### config.mk
export PLATFORM = sky130hd
export DESIGN_NAME = gate_selftest_top
export DESIGN_NICKNAME = d
export VERILOG_FILES = /design/src/rtl/gate_pkg.sv /design/src/rtl/gate_final.sv /design/src/rtl/gate_selftest_top.sv /design/src/rtl/gate_selftest_ctrl.sv
export SDC_FILE = /design/constraint.sdc
export NUM_CORES = 1
export LEC_CHECK = 0
export CORE_AREA = 2 2 56 58
export CTS_CLUSTER_DIAMETER = 120
export CTS_CLUSTER_SIZE = 10
export DETAILED_ROUTE_END_ITERATION = 7
export DIE_AREA = 0 0 58 60
export GPL_TIMING_DRIVEN = 1
export PLACE_DENSITY = 0.75
export SLEW_MARGIN = 25
export SYNTH_ARGS = -nofsm -noshare
export SYNTH_HDL_FRONTEND = slang
export SYNTH_HIERARCHICAL = 1
export SYNTH_SLANG_ARGS = --single-unit
export TNS_END_PERCENT = 10
### constraint.sdc
create_clock -name clk -period 3.6 [get_ports clk]
set_input_delay 0.36 -clock clk [delete_from_list [all_inputs] [get_ports clk]]
set_output_delay 0.36 -clock clk [all_outputs]
set_load 0.1 [all_outputs]
### src/rtl/gate_pkg.sv
// Shared types, constants and the gate-bank truth table for the gate self-test sequencer.
package gate_pkg;

  typedef enum logic [1:0] {
    ST_IDLE  = 2'd0,
    ST_DRIVE = 2'd1,
    ST_CHECK = 2'd2,
    ST_DONE  = 2'd3
  } gate_state_e;

  localparam int unsigned VEC_COUNT = 4;

  // Bit order matches gate_final: {~A, A^B, A|B, A&B}.
  function automatic logic [3:0] gate_expected(input logic a, input logic b);
    return {~a, a ^ b, a | b, a & b};
  endfunction

endpackage

### src/rtl/gate_final.sv
// Two-input gate bank under test: AND, OR, XOR and NOT of A.
module gate_final (
  input  logic       A,
  input  logic       B,
  output logic [3:0] Y
);

  assign Y = {~A, A ^ B, A | B, A & B};

endmodule

### src/rtl/gate_selftest_top.sv
// Thin wrapper closing the loop between the self-test sequencer and the gate bank.
module gate_selftest_top #(
  parameter int unsigned HOLD_CYCLES = 2
) (
  input  logic       clk,
  input  logic       rst,
  input  logic       start,
  input  logic       abort,
  output logic       busy,
  output logic       done,
  output logic       pass,
  output logic [1:0] vec_idx,
  output logic [3:0] err_vec,
  output logic [2:0] err_cnt
);

  logic       a_drv;
  logic       b_drv;
  logic [3:0] y;

  gate_selftest_ctrl #(.HOLD_CYCLES(HOLD_CYCLES)) u_ctrl (
    .clk     (clk),
    .rst     (rst),
    .start   (start),
    .abort   (abort),
    .y_in    (y),
    .a_drv   (a_drv),
    .b_drv   (b_drv),
    .busy    (busy),
    .done    (done),
    .pass    (pass),
    .vec_idx (vec_idx),
    .err_vec (err_vec),
    .err_cnt (err_cnt)
  );

  gate_final u_bank (
    .A (a_drv),
    .B (b_drv),
    .Y (y)
  );

endmodule

### src/rtl/gate_selftest_ctrl.sv
// Sweeps the four {A,B} combinations through the gate bank, holds each for a
// settle window, then checks the bank result and accumulates an error summary.
module gate_selftest_ctrl
  import gate_pkg::*;
#(
  parameter int unsigned HOLD_CYCLES = 2
) (
  input  logic       clk,
  input  logic       rst,
  input  logic       start,
  input  logic       abort,
  input  logic [3:0] y_in,
  output logic       a_drv,
  output logic       b_drv,
  output logic       busy,
  output logic       done,
  output logic       pass,
  output logic [1:0] vec_idx,
  output logic [3:0] err_vec,
  output logic [2:0] err_cnt
);

  localparam logic [1:0] S_IDLE  = ST_IDLE;
  localparam logic [1:0] S_DRIVE = ST_DRIVE;
  localparam logic [1:0] S_CHECK = ST_CHECK;
  localparam logic [1:0] S_DONE  = ST_DONE;

  localparam logic [7:0] HOLD_LAST = 8'(HOLD_CYCLES - 1);
  localparam logic [1:0] VEC_LAST  = 2'(VEC_COUNT - 1);
  localparam logic [2:0] CNT_MAX   = 3'(VEC_COUNT);

  logic [1:0] state;
  logic [7:0] hold_cnt;
  logic [3:0] expected;
  logic       vec_bad;
  logic [2:0] err_cnt_nxt;
  logic [1:0] vec_nxt;

  always_comb begin
    // NOTE: every comb output gets a default first so no path can infer a latch.
    expected    = gate_expected(a_drv, b_drv);
    vec_bad     = 1'b1;
    // NOTE: compare for equality and default to "bad" so an X on y_in lands
    // in the error path instead of silently falling through as a match.
    if (y_in == expected) vec_bad = 1'b0;
    err_cnt_nxt = (vec_bad && (err_cnt != CNT_MAX)) ? err_cnt + 3'd1 : err_cnt;
    vec_nxt     = vec_idx + 2'd1;
  end

  // NOTE: all state uses non-blocking assignments; reset is synchronous, so
  // it lives inside the clocked branch rather than the sensitivity list.
  always_ff @(posedge clk) begin
    if (rst) begin
      state    <= S_IDLE;
      hold_cnt <= '0;
      a_drv    <= 1'b0;
      b_drv    <= 1'b0;
      busy     <= 1'b0;
      done     <= 1'b0;
      pass     <= 1'b0;
      vec_idx  <= '0;
      err_vec  <= '0;
      err_cnt  <= '0;
    end else begin
      done <= 1'b0;
      case (state)
        S_IDLE: begin
          if (start && !abort) begin
            state    <= S_DRIVE;
            busy     <= 1'b1;
            hold_cnt <= '0;
            vec_idx  <= '0;
            a_drv    <= 1'b0;
            b_drv    <= 1'b0;
            err_vec  <= '0;
            err_cnt  <= '0;
            pass     <= 1'b0;
          end
        end

        S_DRIVE: begin
          if (abort) begin
            state <= S_IDLE;
            busy  <= 1'b0;
            pass  <= 1'b0;
            a_drv <= 1'b0;
            b_drv <= 1'b0;
          end else begin
            hold_cnt <= hold_cnt + 8'd1;
            if (hold_cnt == HOLD_LAST) state <= S_CHECK;
          end
        end

        S_CHECK: begin
          // The result is recorded even when abort lands in this same cycle.
          if (vec_bad) err_vec[vec_idx] <= 1'b1;
          err_cnt <= err_cnt_nxt;
          if (abort) begin
            state <= S_IDLE;
            busy  <= 1'b0;
            pass  <= 1'b0;
            a_drv <= 1'b0;
            b_drv <= 1'b0;
          end else if (vec_idx == VEC_LAST) begin
            state <= S_DONE;
            busy  <= 1'b0;
            done  <= 1'b1;
            pass  <= (err_cnt_nxt == 3'd0);
            a_drv <= 1'b0;
            b_drv <= 1'b0;
          end else begin
            state    <= S_DRIVE;
            hold_cnt <= '0;
            vec_idx  <= vec_nxt;
            a_drv    <= vec_nxt[1];
            b_drv    <= vec_nxt[0];
          end
        end

        S_DONE: state <= S_IDLE;

        default: state <= S_IDLE;
      endcase
    end
  end

endmodule

==> run summary <==
outcome = complete, no violations
worst hold path depth = 2
fill count = 259
TritonCTS clock tree = built
Post CTS Setup Buffer Count = 0
flop2flop setup slack = 1.53 ns
clock skew = 0.00145 ns
worst-path maximum fanout = 6
f_max = 438 MHz
Lkg Pwr = 0.638 nW
drt total wl = 2950 um
Total Neg Setup Slack = 0 ns
Post-Synth XOR/XNOR Area = 2.92%
IO Pins = 16
Syn Nets = 192
mapped cell area = 1500 um^2
startpoint type of the worst setup path = flip-flop
Synth Area in Compound Gates = 23.9%
Post-synth EDFFs = 0
Rows = 20
H-tree Lvls = 1
yosys warns = 6
WL/cell = 13.4 um
period utilisation layout = 63.4%
Clock Latency Late Sink = 0.32 ns
global placer's final weighted congestion = 0.853
combinational family with the most area after synthesis = compound AO/OA/AOI/OAI gates
synthesized instance count = 172
Async SR Flop Fraction = 0%
Worst Reg-to-Reg Cells = 6
CTS buffer count = 3
clock slew at reported path FFs = 0.14 ns
first-pass GRT wire length = 5150 um
initial DRC count = 29
Initial Util = 51.7%
mux cell area share after synthesis = 2.00%
Max Slew Vio Count = 0
Worst EP required = 3.24 ns
Mean Syn Cell Area = 8.72 um^2
Final HPWL DP = 2280 um
cell count after placement = 217
hold path startpoint = u_ctrl/err_vec[2]
Fin. Hold Viols = 0
Setup CP Type = flip-flop to output port
Die W = 58 um
# DRC = 0
initial antenna violation count = 0
Finish-stage setup viols = 0
fin cells = 221
flops & latches, synth = 24
clk buf depth = 2
all-layer global routing usage = 18.8%
Hold Path Class = flip-flop to flip-flop
CP cell instances = clkdlybuf4s50_1
post-route ant nets = 0
crit path capture type = output port
reg-to-reg critical path endpoint = u_ctrl/hold_cnt[7]
post-synth cell types = 46
fin util = 59.6%
Port Buffer Count = 15
Bufs and invs on worst path = 1
DIE AREA = 3480 um^2
largest net degree at the start of global routing = 15
simple-gate share of the synthesized area = 19.3%
Post-CTS Resized = 0
Area Overhead vs Synth = 15.3%
# clock sinks = 24
worst hold endpoint = u_ctrl/err_vec[2]
1st-pass router iterations = 4
PwrDens = 382 nW/um^2
via count = 1328
ys flop type = dfxtp_1
Post-Synth Adder-Cell Area = 13.3%
grt ovf = 0
post-synthesis sequential area ratio = 32.0%
Antenna diodes = 0
Die Y = 60 um
WP data arrival = 1.92 ns
RSZ-0062 raised after global routing = no
Final #Nets = 209
min Tclk post-route = 2.28 ns
vias in the first global route = 1275
Core Region = 2900 um^2
delay of the slowest critical-path stage = 1.17 ns
IR drop worst, VDD = 310 uV
max_slew headroom = 35.2%
critical path's slowest cell = clkdlybuf4s50_1
Worst-Margin Slew = 0.970 ns
CTS Hold Bufs = 0
CP startpoint = u_ctrl/err_cnt[2]
layout cell share with drive strength beyond 1 = 5.85%
Vias/cell = 6.01
CTS root buffer = clkbuf_4
Max-Cap Viols = 0
CP delay by family, top = buffers and inverters
worst flop-to-flop path startpoint = u_ctrl/state[0]
[state kept, by name (all words and copies together) (netlist names)]
signal / count
u_ctrl/busy: 1
u_ctrl/state: 2
u_ctrl/done: 1
u_ctrl/b_drv: 1
u_ctrl/pass: 1
u_ctrl/err_vec: 4
u_ctrl/err_cnt: 3
u_ctrl/a_drv: 1
u_ctrl/vec_idx: 2
u_ctrl/hold_cnt: 8
[worst max-delay path by stage]
stage | endpoint | slack [ns] | cells after the start
after global routing | vec_idx[0] | 1.25 | 1
after detailed placement | u_ctrl/hold_cnt[7] | 1.34 | 5
after CTS | err_cnt[2] | 1.29 | 1
after global placement | u_ctrl/hold_cnt[7] | 1.41 | 5
final | err_cnt[2] | 1.32 | 1
after floorplan | u_ctrl/pass | 1.38 | 5
[placed cells by master (no fill, tap or decap), drive strengths merged, types with 5 or more instances in the layout]
cell type,instances
inv,22
clkdlybuf4s50,15
dfxtp,24
a21oi,18
nor2,8
o2111ai,5
o21ai,8
ha,16
o31ai,5
nand2,11
[where the power goes]
group          internal [mW]  switching, mW  total (mW)
combinational         0.0557          0.120       0.176
sequential             0.278         0.0102       0.288
clock                  0.113         0.0856       0.198
total                  0.446          0.216       0.662
[layout make-up]
cell class	instances	area, um^2	area share [%]
multi-input cells	123	923	53.4
inverters	22	82.6	4.77
clock inverters	1	30.0	1.74
clock buffers	3	22.5	1.30
repair buffers	15	150	8.68
well taps	33	41.3	2.39
flip-flops and latches	24	480	27.8
[through the flow]
step,instance area [um^2],setup slack [ns],hold WS (ns),power (mW)
after floorplan,1500,1.38,0.452,0.431
after global placement,1680,1.41,0.435,0.463
after detailed placement,1680,1.34,0.445,0.469
after CTS,1730,1.29,0.464,0.667
after global routing,1730,1.25,0.484,0.696
final,1730,1.32,0.458,0.662
[Yosys cell counts (all sizes together) (3+ instances only)]
cell	instances	share of area [%]
nand2b	3	1.8
or3	3	1.3
nand3	3	1.0
nor4	3	1.7
ha	16	13
mux2i	3	2.0
or4	3	1.8
nor2	8	2.0
inv	22	5.5
o31ai	5	2.5
o2111ai	5	3.3
a21oi	18	6.0
dfxtp	24	32
xor2	3	1.8
nand2	11	2.8
o21ai	8	2.7
[worst min-delay path, delay by kind of cell (launching register included)]
| family | cells | cell delay (ns) |
|---|---|---|
| AO/OA/AOI/OAI | 1 | 0.05 |
| buffers and inverters | 1 | 0.05 |
| flip-flops | 1 | 0.33 |
[logic make-up (layout without fill, tap and decap cells)]
family          count (synthesis)  in the layout
compound gates                 51             51
simple gates                   48             48
buf+inv                        25             41
flops                          24             24
fa+ha+maj                      16             16
xor+xnor                        5              5
mux                             3              3
[metal layers]
metal / vias up / track usage (%) / share of wire [%]
li1: 663 / - / -
met1: 633 / 22.0 / 46
met2: 28 / 33.0 / 49
met3: 4 / 2.81 / 3.8
met4: 0 / 10.6 / 0.98
met5: - / 0 / 0
(Power assumes the default switching activity.)
